[config.mk]
export PLATFORM = sky130hd
export DESIGN_NAME = tmr_fault_injector
export DESIGN_NICKNAME = d
export VERILOG_FILES = /design/src/rtl/tmr_fault_injector.sv
export SDC_FILE = /design/constraint.sdc
export NUM_CORES = 1
export LEC_CHECK = 0
export CORE_MARGIN = 2
export CORE_UTILIZATION = 50
export CTS_CLUSTER_DIAMETER = 100
export DETAILED_ROUTE_END_ITERATION = 6
export PLACE_DENSITY = 0.85
export REMOVE_ABC_BUFFERS = 1
export SYNTH_ARGS = -nofsm -noshare
export SYNTH_HDL_FRONTEND = slang
export SYNTH_SLANG_ARGS = --single-unit
export TNS_END_PERCENT = 10
[constraint.sdc]
create_clock -name clk -period 2.5 [get_ports clk]
set_input_delay 0.375 -clock clk [delete_from_list [all_inputs] [get_ports clk]]
set_output_delay 0.375 -clock clk [all_outputs]
set_load 0.02 [all_outputs]
[src/rtl/tmr_fault_injector.sv]
// Triplicates a payload through one output register and XOR-corrupts one copy on an FSM-chosen transfer.
// Optional build macro TMR_FI_STUCK_EN enables stuck mode (corrupt every transfer until re-armed).
module tmr_fault_injector #(
  parameter int BIT   = 8,
  parameter int DLY_W = 8
) (
  input  logic                    clk,
  input  logic                    rst_n,
  input  logic [BIT-1:0]          data_i,
  input  logic                    valid_i,
  output logic                    ready_o,
  output logic [2:0][BIT-1:0]     data_o,
  output logic                    valid_o,
  input  logic                    ready_i,
  input  logic                    arm_i,
  input  logic [1:0]              cfg_copy_i,
  input  logic [BIT-1:0]          cfg_mask_i,
  input  logic [DLY_W-1:0]        cfg_delay_i,
  input  logic                    cfg_stuck_i,
  output logic                    busy_o,
  output logic                    injected_o,
  output logic [15:0]             inj_count_o
);

`ifdef TMR_FI_STUCK_EN
  localparam logic STUCK_EN = 1'b1;
`else
  localparam logic STUCK_EN = 1'b0;
`endif

  typedef enum logic [1:0] {IDLE, COUNT, FIRE} state_t;

  state_t             state;
  logic [1:0]         copy_q;
  logic [BIT-1:0]     mask_q;
  logic [DLY_W-1:0]   cnt_q;
  logic               stuck_q;

  logic               in_xfer;
  logic               stuck_exit;
  logic               corrupt;
  logic [2:0][BIT-1:0] word;

  assign ready_o    = !valid_o || ready_i;
  assign in_xfer    = valid_i && ready_o;
  // Re-arming a stuck injector releases it; that cycle's transfer goes through clean.
  assign stuck_exit = (state == FIRE) && stuck_q && arm_i;
  assign corrupt    = (state == FIRE) && in_xfer && !stuck_exit;

  always_comb begin
    word = '0;
    for (int c = 0; c < 3; c++) begin
      word[c] = data_i;
      if (corrupt && (copy_q == 2'(c)))
        word[c] = data_i ^ mask_q;
    end
  end

  always_ff @(posedge clk) begin
    if (!rst_n) begin
      state       <= IDLE;
      copy_q      <= '0;
      mask_q      <= '0;
      cnt_q       <= '0;
      stuck_q     <= 1'b0;
      valid_o     <= 1'b0;
      data_o      <= '0;
      busy_o      <= 1'b0;
      injected_o  <= 1'b0;
      inj_count_o <= '0;
    end else begin
      injected_o <= corrupt;
      if (corrupt && (inj_count_o != 16'hFFFF))
        inj_count_o <= inj_count_o + 16'd1;

      if (in_xfer) begin
        valid_o <= 1'b1;
        data_o  <= word;
      end else if (ready_i) begin
        valid_o <= 1'b0;
      end

      case (state)
        IDLE: begin
          if (arm_i) begin
            copy_q  <= cfg_copy_i;
            mask_q  <= cfg_mask_i;
            cnt_q   <= cfg_delay_i;
            stuck_q <= STUCK_EN & cfg_stuck_i;
            busy_o  <= 1'b1;
            state   <= (cfg_delay_i != '0) ? COUNT : FIRE;
          end
        end
        COUNT: begin
          if (in_xfer) begin
            cnt_q <= cnt_q - DLY_W'(1);
            if (cnt_q == DLY_W'(1))
              state <= FIRE;
          end
        end
        FIRE: begin
          if (stuck_exit || (in_xfer && !stuck_q)) begin
            state  <= IDLE;
            busy_o <= 1'b0;
          end
        end
        default: begin
          state  <= IDLE;
          busy_o <= 1'b0;
        end
      endcase
    end
  end

endmodule

==> flow_metrics.py, run 1 <==
metrics = {
    "outcome": {
        "status": "completed",
    },
    "layout": {
        "layout_common_cells": "clkdlybuf4s50_1, dfxtp_1, nor2_1",
        "area_growth_pct": 31.3,
        "final_cell_area_mm2": 0.00400,
        "regArea_mm2": 0.00126,
        "final_common_cell": "clkdlybuf4s50_1",
        "antenna_cells": 0,
        "drive_above_1_share_pct": 6.62,
        "multiInputGateArea_mm2": 0.00166,
        "num-fill-cells": 512,
        "nets": 471,
        "final_cells": 513,
    },
    "synth": {
        "syn_area_mm2": 0.00305,
        "syn_inst": 367,
        "yosys_most_used_dff": "dfxtp_1",
        "yosys.area.top_type_share_pct": 41.3,
        "synth_top_cell_by_area": "dfxtp_1",
        "synth-edff-count": 0,
        "ys_ff_latch": 63,
        "async_flop_share_pct": 0,
        "synth_warnings": 0,
        "syn_avg_cell_area_um2": 8.31,
        "yosysSeqAreaShare_pct": 41.3,
        "synth_cell_types": 47,
        "synthTopCellsByArea": "dfxtp_1, xnor2_1, a21oi_1",
    },
    "clock_tree": {
        "post_cts_buffers": 0,
        "clk_latency_ns": 0.33,
        "hold_buffers": 0,
        "cts_root_buf": "clkbuf_8",
        "cts.reportedPaths.clkPinSlew_ns": 0.06,
        "clock_sinks": 63,
        "clk_path_buf_depth": 2,
        "cts-buffers-inserted": 9,
        "cts_resized": 0,
        "h-tree-depth": 3,
        "cts_tree": "done",
    },
    "sta": {
        "finalHoldViolations": 0,
        "period_needed_ns": 2.08,
        "fin_setup_tns_ns": 0,
        "skew_ns": 0.00737,
        "finalMaxSlewViolations": 0,
        "holdWs_ns": 0.483,
        "setup_violations": 0,
        "period_share_pct": 83.0,
        "relSlewSlack_pct": 57.2,
        "max_freq_mhz": 482,
        "worstMarginPinSlew_ns": 0.641,
        "rsz0062_at_grt": "no",
    },
    "pwr": {
        "leakagePower_nw": 1.35,
        "power.density_mw_per_mm2": 565,
        "switching_share_pct": 27.9,
        "ir_drop_v": 0.000307,
        "intPower_mw": 1.63,
        "sequentialPowerShare_pct": 49.5,
        "p_comb_share_pct": 18.2,
        "p_clk_share_pct": 32.3,
        "total_power_mw": 2.26,
        "switchingPower_mw": 0.630,
    },
    "place": {
        "port_buffers": 74,
        "gp_congestion": 0.842,
        "place_area_mm2": 0.00385,
        "place_inst": 500,
        "post-dp-hpwl_um": 4950,
    },
    "die": {
        "core_mm2": 0.00592,
        "dieArea_mm2": 0.00674,
        "die_w_um": 82.1,
        "io_pins": 76,
        "rows": 28,
        "initial_utilization_pct": 51.5,
        "die-height_um": 82.1,
    },
    "detailed_routing": {
        "routed_wl_um": 7370,
        "routedWlPerCell_um": 14.4,
        "drt-vias-per-instance": 5.62,
        "ant_nets": 0,
        "drt_iter0_drc": 170,
        "num_vias": 2882,
        "remaining_drc_errors": 0,
        "drt_first_pass_iters": 5,
    },
    "worst_setup_path": {
        "critPathBufInv": 3,
        "crit_path_frequent_cell": "clkdlybuf4s50_1",
        "cp_data_arrival_time_ns": 1.70,
        "reg2reg_depth": 6,
        "end_kind": "output port",
        "worstSetupPathType": "input port to output port",
        "start_kind": "input port",
        "r2r_start": "inj_count_o[0]$_SDFFE_PN0P_",
        "cp-startpoint": "ready_i",
        "cp_slowest_cell": "clkdlybuf4s50_1",
        "crit_fanout": 5,
        "critPathRequiredTime_ns": 2.12,
        "crit_family": "buffers and inverters",
        "r2r_slack_ns": 0.62,
        "worstSetupPathDepth": 4,
        "path_cells": "clkdlybuf4s50_1 -> nor2b_1 -> inv_1 -> clkdlybuf4s50_1",
        "slowest_delay_ns": 0.56,
        "r2r-end": "inj_count_o[14]$_SDFFE_PN0P_",
    },
    "global_routing": {
        "grt_max_degree": 49,
        "overflow": 0,
        "grt_pass1_wl_um": 11900,
        "gr-usage-all-layers_pct": 23.0,
        "first_global_vias": 2579,
        "antenna_found_initial": 0,
    },
    "flow_run": {
        "drv_cap": 0,
    },
    "hold_path": {
        "hold_start": "inj_count_o[15]$_SDFFE_PN0P_",
        "hold_end": "inj_count_o[15]$_SDFFE_PN0P_",
        "whs_path_depth": 2,
        "hold_class": "flip-flop to flip-flop",
    },
}
## Yosys cell counts (all sizes together) (6+ instances only)
cell type / number
nor3: 18
a21oi: 33
mux2i: 12
xor2: 9
clkbuf: 19
nor4b: 10
o21ai: 29
nor2: 41
nor4: 8
dfxtp: 63
xnor2: 25
nand2: 28
inv: 8
nand3: 6
## how the worst max path moves through the flow
stage / endpoint
final: ready_o
after global routing: ready_o
after CTS: ready_o
after detailed placement: inj_count_o[14]$_SDFFE_PN0P_
after global placement: inj_count_o[14]$_SDFFE_PN0P_
after floorplan: inj_count_o[15]$_SDFFE_PN0P_
## power by group through the flow
stage          logic [mW]  clock network (mW)  registers (mW)
6_report            0.411               0.730            1.12
5_1_grt             0.448               0.781            1.13
4_1_cts             0.412               0.743            1.12
3_5_place_dp        0.407                   0            1.14
3_3_place_gp        0.399                   0            1.14
2_1_floorplan       0.186                   0            1.17
## area by class of cell
type | instances | area share [%]
sequential | 63 | 31.5
clock inverter | 2 | 0.250
tap | 75 | 2.34
timing repair buffer | 82 | 20.0
clock buffer | 11 | 3.53
multi-input combinational | 271 | 41.5
inverter | 9 | 0.844
## state kept, by name (all words and copies together), names as in the netlist
signal / cells
copy_q: 2
valid_o: 1
busy_o: 1
data_o: 24
inj_count_o: 16
injected_o: 1
mask_q: 8
cnt_q: 8
state: 2
## per-stage QoR
stage	util [%]	setup WS, ns
4_1_cts	67.6	0.421
3_3_place_gp	65.1	0.308
5_1_grt	67.6	0.309
3_5_place_dp	65.1	0.282
6_report	67.6	0.424
2_1_floorplan	-	0.0659
## per-layer routing
metal | wire [um] | vias to the layer above | global-route usage [%]
met1 | 3340 | 1363 | 29.0
met5 | 0 | - | 0
met2 | 3610 | 70 | 38.4
met4 | 149 | 0 | 10.3
li1 | - | 1435 | -
met3 | 270 | 14 | 4.24
## tightest hold or removal path, delay by kind of cell, from the launching register on
family           cells  cell delay, ns
flip-flops           1            0.32
AND/OR/NAND/NOR      1            0.06
multiplexers         1            0.05
## cells by family after synthesis
kind of cell               synth area share (%)
adders and majority gates                  1.23
buffers and inverters                      4.22
xor gates and xnor gates                   9.76
muxes                                      3.94
DFF                                        41.3
and+or+nand+nor                            23.3
AOI/OAI and AO/OA                          16.2
Power figures use the tool's default switching activity.
==> run 2: changes to the inputs <==
CORE_UTILIZATION = 44   (was 50)
PLACE_DENSITY = 0.8   (was 0.85)
clock period = 1.7 ns   (was 2.5 ns; I/O delays follow)
==> run 2 against run 1 <==
Compared with the run above: the flow now finishes with violations (negative setup slack); routed wire length is 7.7% higher; via count is 4.0% higher; worst setup slack worse by 0.45 ns.
==> flow_metrics.py, run 2 (same netlist as run 1, synthesis figures left out) <==
metrics = {
    "outcome": {
        "status": "finished with violations",
        "violations": "negative setup slack",
    },
    "worst_setup_path": {
        "end_kind": "output port",
        "r2r_start": "inj_count_o[0]$_SDFFE_PN0P_",
        "critical_path.endpoint": "inj_count_o[5]",
        "critPathRequiredTime_ns": 1.44,
        "slowest_delay_ns": 0.60,
        "path_cells": "buf_4 -> clkdlybuf4s50_1",
        "cp_data_arrival_time_ns": 1.47,
        "worstSetupPathType": "flip-flop to output port",
        "r2r-end": "inj_count_o[14]$_SDFFE_PN0P_",
        "cp_slowest_cell": "clkdlybuf4s50_1",
        "cp-startpoint": "inj_count_o[5]$_SDFFE_PN0P_",
        "start_kind": "flip-flop",
        "reg2reg_depth": 7,
        "crit_fanout": 5,
        "r2r_slack_ns": 0.05,
    },
    "clock_tree": {
        "clk_path_buf_depth": 2,
        "cts.reportedPaths.clkPinSlew_ns": 0.07,
        "cts_root_buf": "clkbuf_8",
        "clk_latency_ns": 0.34,
        "cts_tree": "done",
        "clock_sinks": 63,
        "cts-buffers-inserted": 9,
        "h-tree-depth": 3,
    },
    "sta": {
        "skew_ns": 0.00696,
        "period_share_pct": 102,
        "holdWs_ns": 0.493,
        "period_needed_ns": 1.73,
        "fin_ws_ns": -0.0290,
        "relSlewSlack_pct": 74.3,
        "worstMarginPinSlew_ns": 0.380,
        "finalMaxSlewViolations": 0,
        "max_freq_mhz": 578,
        "finalHoldViolations": 0,
        "setup_violations": 3,
        "rsz0062_at_grt": "yes",
        "fin_setup_tns_ns": -0.0380,
    },
    "global_routing": {
        "overflow": 0,
        "grt_pass1_wl_um": 12700,
        "antenna_found_initial": 0,
        "gr-usage-all-layers_pct": 21.1,
        "grt_max_degree": 49,
        "top_usage_layer": "met2",
        "grt_use_met1_pct": 26.4,
        "gr-usage-met2_pct": 35.1,
        "use_met3_pct": 4.93,
        "first_global_vias": 2816,
    },
    "layout": {
        "layout_common_cells": "clkdlybuf4s50_1, dfxtp_1, nor2_1",
        "largest_reg_flops": 24,
        "largest_register": "data_o",
        "final_common_cell": "clkdlybuf4s50_1",
        "area_growth_pct": 44.0,
        "antenna_cells": 0,
        "final_cell_area_mm2": 0.00439,
        "num-fill-cells": 543,
        "final_cells": 548,
        "nets": 500,
        "multiInputGateArea_mm2": 0.00175,
        "post-route-util_pct": 65.0,
        "top_regs": "data_o (24), inj_count_o (16)",
        "drive_above_1_share_pct": 15.6,
        "regArea_mm2": 0.00126,
    },
    "detailed_routing": {
        "drt-vias-per-instance": 5.47,
        "routedWlPerCell_um": 14.5,
        "num_vias": 2997,
        "drt_iter0_drc": 175,
        "routed_wl_um": 7930,
        "remaining_drc_errors": 0,
        "ant_nets": 0,
        "drt_first_pass_iters": 4,
    },
    "die": {
        "die_w_um": 87.3,
        "io_pins": 76,
        "dieArea_mm2": 0.00762,
        "die-height_um": 87.3,
        "initial_utilization_pct": 45.1,
        "rows": 30,
        "core_mm2": 0.00676,
    },
    "place": {
        "place_area_mm2": 0.00410,
        "post-dp-hpwl_um": 5250,
        "place_inst": 532,
        "port_buffers": 74,
        "dpl_worst_slack_ns": -0.248,
        "gp_congestion": 0.801,
    },
    "pwr": {
        "p_clk_share_pct": 35.5,
        "total_power_mw": 3.57,
        "intPower_mw": 2.59,
        "power.density_mw_per_mm2": 812,
        "p_comb_share_pct": 18.6,
        "sequentialPowerShare_pct": 45.9,
        "leakagePower_nw": 1.64,
        "switching_share_pct": 27.4,
        "ir_drop_v": 0.000472,
        "switchingPower_mw": 0.976,
    },
    "flow_run": {
        "drv_cap": 0,
    },
    "hold_path": {
        "hold_start": "inj_count_o[15]$_SDFFE_PN0P_",
        "hold_class": "flip-flop to flip-flop",
    },
}
run 2: cell types whose count changed in the layout (fill, tap and decap cells not counted), sizes merged:
cell,change
buf,+29
bufinv,+1
clkdlybuf4s50,-7
clkinvlp,+1
clkbuf,-1
dlymetal6s2s,+3
dlygate4sd2,+4
run 2: cell type report:
class	count	share of cell area (%)
multi-input combinational	271	39.8
sequential	63	28.8
inverter	9	0.769
clock buffer	10	3.13
tap	80	2.28
clock inverter	4	1.08
timing repair buffer	111	24.2
run 2: worst max-delay path: cells and delay by family, from the launching register on:
| kind | cells | cell delay, ns |
|---|---|---|
| flip-flops | 1 | 0.37 |
| buffers and inverters | 2 | 0.76 |
run 2: repair_timing:
item	4_1_cts	5_1_grt
setup buffers	0	1
hold buffers	0	0
pin swaps	0	3
cloned	0	1
gates resized for setup	7	20
setup endpoints to repair	15	30
run 2: how the worst min path moves through the flow:
stage / endpoint / slack, ns / depth (start not counted)
after floorplan: busy_o$_SDFFE_PN0P_ / 0.38 / 1
after global placement: cnt_q[4]$_SDFFE_PN0P_ / 0.48 / 2
after detailed placement: cnt_q[4]$_SDFFE_PN0P_ / 0.49 / 2
after CTS: cnt_q[4]$_SDFFE_PN0P_ / 0.50 / 2
after global routing: inj_count_o[15]$_SDFFE_PN0P_ / 0.53 / 2
final: inj_count_o[15]$_SDFFE_PN0P_ / 0.49 / 2
run 2: power by group through the flow:
stage | sequential [mW] | clock (mW) | combinational [mW]
after floorplan | 1.72 | 0 | 0.274
after global placement | 1.66 | 0 | 0.642
after global routing | 1.65 | 1.34 | 0.724
final | 1.64 | 1.27 | 0.664
after CTS | 1.63 | 1.29 | 0.661
after detailed placement | 1.67 | 0 | 0.656
run 2: metal layers:
| metal | routed length, um | part of all wire, % | vias up |
|---|---|---|---|
| li1 | - | - | 1491 |
| met1 | 3450 | 44 | 1402 |
| met4 | 136 | 1.7 | 0 |
| met3 | 434 | 5.5 | 12 |
| met5 | 0 | 0 | - |
| met2 | 3910 | 49 | 92 |
